File: src/rtl/clk_div_ctrl_if.sv
// rtl/clk_div_ctrl_if.sv - divisor configuration handshake for clk_div_ctrl
interface clk_div_ctrl_if #(
    parameter int DIV_W = 25
);
    logic             cfg_valid;
    logic [DIV_W-1:0] cfg_div;
    logic             cfg_ready;

    modport master (
        output cfg_valid,
        output cfg_div,
        input  cfg_ready
    );

    modport slave (
        input  cfg_valid,
        input  cfg_div,
        output cfg_ready
    );
endinterface

File: src/rtl/clk_div_ctrl.sv
// rtl/clk_div_ctrl.sv - runtime-reconfigurable clock divider with glitch-free divisor change
// Optional edge counter output enabled by macro CLK_DIV_CTRL_EDGE_CNT_EN.
module clk_div_ctrl #(
    parameter int          DIV_W    = 25,
    parameter int unsigned DIV_INIT = 25_000_000
) (
    input  logic        clk_in,
    input  logic        rst,
    clk_div_ctrl_if.slave cfg,
    output logic        clk_out,
    output logic        tick,
`ifdef CLK_DIV_CTRL_EDGE_CNT_EN
    output logic [15:0] edge_cnt,
`endif
    output logic        running
);

    localparam logic [DIV_W-1:0] INIT_DIV = DIV_INIT[DIV_W-1:0];

    typedef enum logic [1:0] {
        ST_STOP,
        ST_RUN,
        ST_PEND
    } state_t;

    state_t           state, state_n;
    logic [DIV_W-1:0] cur_div, cur_div_n;
    logic [DIV_W-1:0] pend_div, pend_div_n;
    logic [DIV_W-1:0] cnt, cnt_n;
    logic             clk_out_n;
    logic             tick_n;
    logic             hs;
    logic             at_toggle;

    assign cfg.cfg_ready = (state != ST_PEND);
    assign running       = (state != ST_STOP);
    assign hs            = cfg.cfg_valid && cfg.cfg_ready;
    assign at_toggle     = (cnt == cur_div - DIV_W'(1));

    always_ff @(posedge clk_in or negedge rst) begin
        if (!rst) begin
            state    <= (INIT_DIV != '0) ? ST_RUN : ST_STOP;
            cur_div  <= INIT_DIV;
            pend_div <= '0;
            cnt      <= '0;
            clk_out  <= 1'b0;
            tick     <= 1'b0;
        end else begin
            state    <= state_n;
            cur_div  <= cur_div_n;
            pend_div <= pend_div_n;
            cnt      <= cnt_n;
            clk_out  <= clk_out_n;
            tick     <= tick_n;
        end
    end

    always_comb begin
        state_n    = state;
        cur_div_n  = cur_div;
        pend_div_n = pend_div;
        cnt_n      = cnt;
        clk_out_n  = clk_out;
        tick_n     = 1'b0;
        case (state)
            ST_STOP: begin
                cnt_n     = '0;
                clk_out_n = 1'b0;
                if (hs && cfg.cfg_div != '0) begin
                    cur_div_n = cfg.cfg_div;
                    state_n   = ST_RUN;
                end
            end
            ST_RUN: begin
                if (at_toggle) begin
                    cnt_n     = '0;
                    clk_out_n = ~clk_out;
                    tick_n    = ~clk_out;
                end else begin
                    cnt_n = cnt + DIV_W'(1);
                end
                // A divisor accepted on a toggle edge waits for the next toggle point
                if (hs) begin
                    pend_div_n = cfg.cfg_div;
                    state_n    = ST_PEND;
                end
            end
            ST_PEND: begin
                if (at_toggle) begin
                    cnt_n = '0;
                    if (pend_div != '0) begin
                        clk_out_n = ~clk_out;
                        tick_n    = ~clk_out;
                        cur_div_n = pend_div;
                        state_n   = ST_RUN;
                    end else begin
                        clk_out_n = 1'b0;
                        state_n   = ST_STOP;
                    end
                end else begin
                    cnt_n = cnt + DIV_W'(1);
                end
            end
            default: begin
                state_n = ST_STOP;
            end
        endcase
    end

`ifdef CLK_DIV_CTRL_EDGE_CNT_EN
    always_ff @(posedge clk_in or negedge rst) begin
        if (!rst) begin
            edge_cnt <= '0;
        end else if (tick_n) begin
            edge_cnt <= edge_cnt + 16'd1;
        end
    end
`endif

endmodule

File: src/flat_wrapper.sv
// flat-port wrapper written by rule: the top's interface ports become plain ports
module clk_div_ctrl_flat 
#(
    parameter int          DIV_W    = 25,
    parameter int unsigned DIV_INIT = 25_000_000
)
  (clk_in, rst, clk_out, tick, running, cfg_cfg_valid, cfg_cfg_div, cfg_cfg_ready);
  clk_div_ctrl_if #(.DIV_W(DIV_W)) cfg_i ();
  input  logic clk_in;
  input  logic rst;
  output logic clk_out;
  output logic tick;
  output logic running;
  input wire logic [$bits(cfg_i.cfg_valid)-1:0] cfg_cfg_valid;
  input wire logic [$bits(cfg_i.cfg_div)-1:0] cfg_cfg_div;
  output wire logic [$bits(cfg_i.cfg_ready)-1:0] cfg_cfg_ready;
  assign cfg_i.cfg_valid = cfg_cfg_valid;
  assign cfg_i.cfg_div = cfg_cfg_div;
  assign cfg_cfg_ready = cfg_i.cfg_ready;
  clk_div_ctrl #(.DIV_W(DIV_W), .DIV_INIT(DIV_INIT)) u_core (.clk_in(clk_in), .rst(rst), .cfg(cfg_i), .clk_out(clk_out), .tick(tick), .running(running));
endmodule
File: config.mk
export PLATFORM = sky130hd
export DESIGN_NAME = clk_div_ctrl_flat
export DESIGN_NICKNAME = d
export VERILOG_FILES = /design/src/rtl/clk_div_ctrl_if.sv /design/src/rtl/clk_div_ctrl.sv /design/src/flat_wrapper.sv
export SDC_FILE = /design/constraint.sdc
export NUM_CORES = 1
export LEC_CHECK = 0
export BUFFER_PORTS_ARGS = -buffer_cell sky130_fd_sc_hd__buf_2
export CAP_MARGIN = 20
export CORE_ASPECT_RATIO = 1.2
export CORE_MARGIN = 2
export CORE_UTILIZATION = 55
export DETAILED_ROUTE_END_ITERATION = 10
export GPL_ROUTABILITY_DRIVEN = 0
export PLACE_DENSITY = 0.85
export SYNTH_ARGS = -nofsm -noshare
export SYNTH_HDL_FRONTEND = slang
export SYNTH_SLANG_ARGS = --single-unit
export TNS_END_PERCENT = 10
File: constraint.sdc
create_clock -name clk_in -period 10.8 [get_ports clk_in]
set_input_delay 2.16 -clock clk_in [delete_from_list [all_inputs] [get_ports clk_in]]
set_output_delay 2.16 -clock clk_in [all_outputs]
set_load 0.01 [all_outputs]
==> results.py <==
metrics = {
    "yosys": {
        "synth_top_area_cell": "dfrtp_1",
        "synth_xor_area_share_pct": 9.53,
        "synth-adder-area-share_pct": 1.83,
        "ys_seq_area_share_pct": 41.7,
        "synthArstFlopShare_pct": 100,
        "synth.net_count": 484,
        "ys_top_cells_by_count": "dfrtp_1, mux2_2, nor2_1",
        "synth-simple-area-share_pct": 18.4,
        "synth_compound_area_share_pct": 6.08,
        "synth_top_area_share_pct": 34.6,
        "synth_ff_type": "dfrtp_1",
        "syn_area_per_cell_um2": 10.6,
        "synth.area.top_cells": "dfrtp_1, mux2_2, dfstp_2",
        "ys_types": 51,
        "synth_area_um2": 4780,
        "synth_cells": 449,
        "synthMuxAreaShare_pct": 19.3,
        "synth_top_family_by_area": "multiplexers",
        "yosysMostFrequentCell": "dfrtp_1",
        "synth-edff-count": 0,
        "yosysWarnings": 0,
        "ys_ff_latch": 79,
    },
    "sta": {
        "finalMaxSlewViolations": 0,
        "tightest_slew_ns": 0.956,
        "fin_setup_tns_ns": 0,
        "setup_slack_ns": 6.25,
        "rsz0062_at_grt": "false",
        "clock.fmax_mhz": 220,
        "final.min_clock_period_ns": 4.55,
        "hold_ws_ns": 0.542,
        "period_share_pct": 42.1,
        "setup_viol": 0,
        "relSlewSlack_pct": 36.2,
        "finalHoldViolations": 0,
        "skew_ns": 0.00939,
    },
    "pwr": {
        "leakage_nw": 2.38,
        "vdd_drop_max_v": 0.000103,
        "powerDensity_nw_per_um2": 122,
        "finalPower_uw": 635,
    },
    "worst_hold_path": {
        "min_from": "u_core.pend_div[8]",
        "holdPathEnd": "u_core.pend_div[8]",
        "worstHoldPathType": "register to register",
        "whs_path_depth": 1,
    },
    "cts": {
        "cts.sinks": 79,
        "numCtsBuffers": 9,
        "clk_path_buf_depth": 2,
        "post_cts_buffers": 0,
        "cts_max_level": 3,
        "cts_resized": 0,
        "cts_hold_buf": 0,
        "clock_latency_ns": 0.36,
        "path_clk_slew_ns": 0.09,
        "cts_root_buffer": "clkbuf_8",
        "cts_tree": "built",
    },
    "grt": {
        "busiest_layer": "met2",
        "grt_pass1_wl_um": 18300,
        "grt-ovfl-total": 0,
        "grt_usage_pct": 25.0,
        "grt_pass1_vias": 3696,
        "grtUsageMet3_pct": 3.88,
        "grt_antenna_before_repair": 0,
        "grt.met1_usage_pct": 33.4,
        "use_met2_pct": 38.5,
        "grt_max_degree": 80,
    },
    "finish": {
        "instances_no_fill": 599,
        "layout.nets": 512,
        "area_growth_pct": 9.46,
        "final_core_util_pct": 61.4,
        "n_antenna_cell": 0,
        "fin_area_um2": 5230,
        "final_layout_size_suffix_gt1_share_pct": 29.5,
        "fill_cells": 686,
    },
    "worst_setup_path": {
        "cpMaxStageDelayCell": "nor4_1",
        "path_class": "primary input to register",
        "crit_arrival_ns": 4.81,
        "cp-end-kind": "register",
        "timing.rr.start": "u_core.cur_div[0]",
        "cp_top_family": "simple AND/OR/NAND/NOR gates",
        "cp_cell_sequence": "buf_2 -> or4_1 -> nor4_1 -> a41oi_1 -> nand2_1 -> o31a_1 -> buf_4 -> mux2_2",
        "path_buf_inv": 2,
        "r2r_end": "u_core.cur_div[17]",
        "worstPathRequired_ns": 11.06,
        "cp_slowest_stage_delay_ns": 0.54,
        "critPathLaunchType": "primary input",
        "path_max_fanout": 25,
        "ff2ff_path_depth": 11,
        "r2r_setup_slack_ns": 6.52,
    },
    "detailed_routing": {
        "vias": 3659,
        "routed_wl_um": 10700,
        "avgViaCountPerCell": 6.11,
        "drtPass1Iterations": 5,
        "drc": 0,
        "ant_nets": 0,
        "wire_per_inst_um": 17.9,
        "drt_iter0_markers": 327,
    },
    "die": {
        "fp.dieW_um": 89.1,
        "die_h_um": 106,
        "fp.dieArea_um2": 9450,
        "rows": 37,
        "start_util_pct": 56.1,
        "coreArea_um2": 8520,
        "num_io_pins": 32,
    },
    "placement": {
        "placement.io_buffers": 31,
        "placed_cells": 582,
        "dp_hpwl_um": 7730,
        "place_worst_setup_slack_ns": 6.00,
        "postPlaceCellArea_um2": 4990,
    },
    "run_status": {
        "status": "finished, final reports clean",
    },
    "job": {
        "drv_cap": 0,
    },
}
-- cells by family after synthesis --
family                   Yosys count
AO/OA/AOI/OAI                     43
XOR/XNOR                          52
adder cells (fa/ha/maj)            7
buffers and inverters             27
flip-flops                        79
multiplexers                      77
AND/OR/NAND/NOR                  164
-- layout make-up --
class | count | area, um^2 | share of cell area, %
inverter | 9 | 33.8 | 0.646
clock buffer | 9 | 124 | 2.37
timing repair buffer | 35 | 195 | 3.73
sequential | 79 | 1990 | 38.1
clock inverter | 7 | 104 | 1.99
multi-input combinational | 343 | 2630 | 50.3
tap | 117 | 146 | 2.80
-- metal layers --
layer,up-vias,part of all wire (%)
met2,127,49
met3,51,4.1
met4,0,5.7
met5,-,0
li1,1696,-
met1,1785,41
-- power breakdown --
| part | leakage [nW] | total [mW] | switching (mW) | internal, mW |
|---|---|---|---|---|
| clock | 0.108 | 0.256 | 0.123 | 0.133 |
| combinational | 1.27 | 0.0597 | 0.0329 | 0.0268 |
| sequential | 1.01 | 0.320 | 0.0139 | 0.306 |
-- how the worst max path moves through the flow --
stage	cells after the start	slack (ns)	from	to
3_5_place_dp	8	6.00	cfg_cfg_div[18]	u_core.cur_div[15]
6_report	8	6.25	cfg_cfg_div[18]	u_core.cur_div[15]
4_1_cts	8	6.32	cfg_cfg_div[18]	u_core.cur_div[15]
3_3_place_gp	8	6.09	cfg_cfg_div[18]	u_core.cur_div[15]
2_1_floorplan	8	6.79	cfg_cfg_div[18]	u_core.cur_div[17]
5_1_grt	8	6.22	cfg_cfg_div[18]	u_core.cur_div[15]
-- worst reg2reg max path, delay by kind of cell (launching register included) --
kind                     cells  cell delay (ns)
flip-flops                   1             0.44
adder cells (fa/ha/maj)      1             0.34
AND/OR/NAND/NOR              4             2.11
AO/OA/AOI/OAI                3             0.56
multiplexers                 1             0.35
buffers and inverters        2             0.38
-- cell usage in the layout, fill, tap and decap left out, types with 9 or more instances in the layout --
master and n:
dfrtp_1 66, mux2_2 52, nor2_1 43, xor2_1 30, buf_2 30, nand2_1 24, xnor2_1 22, nor4_1 21
mux2_4 17, nand3_1 15, dfstp_2 13, o21ai_0 12, nor3_1 10, inv_1 9, nand4_1 9, clkbuf_8 9
-- sequential cells by signal (all words and copies together) (netlist names) --
| name | cells |
|---|---|
| u_core.cnt | 25 |
| u_core.cur_div | 25 |
| u_core.pend_div | 25 |
| u_core.state | 2 |
| u_core.clk_out | 1 |
| u_core.tick | 1 |
(Power assumes the default switching activity.)
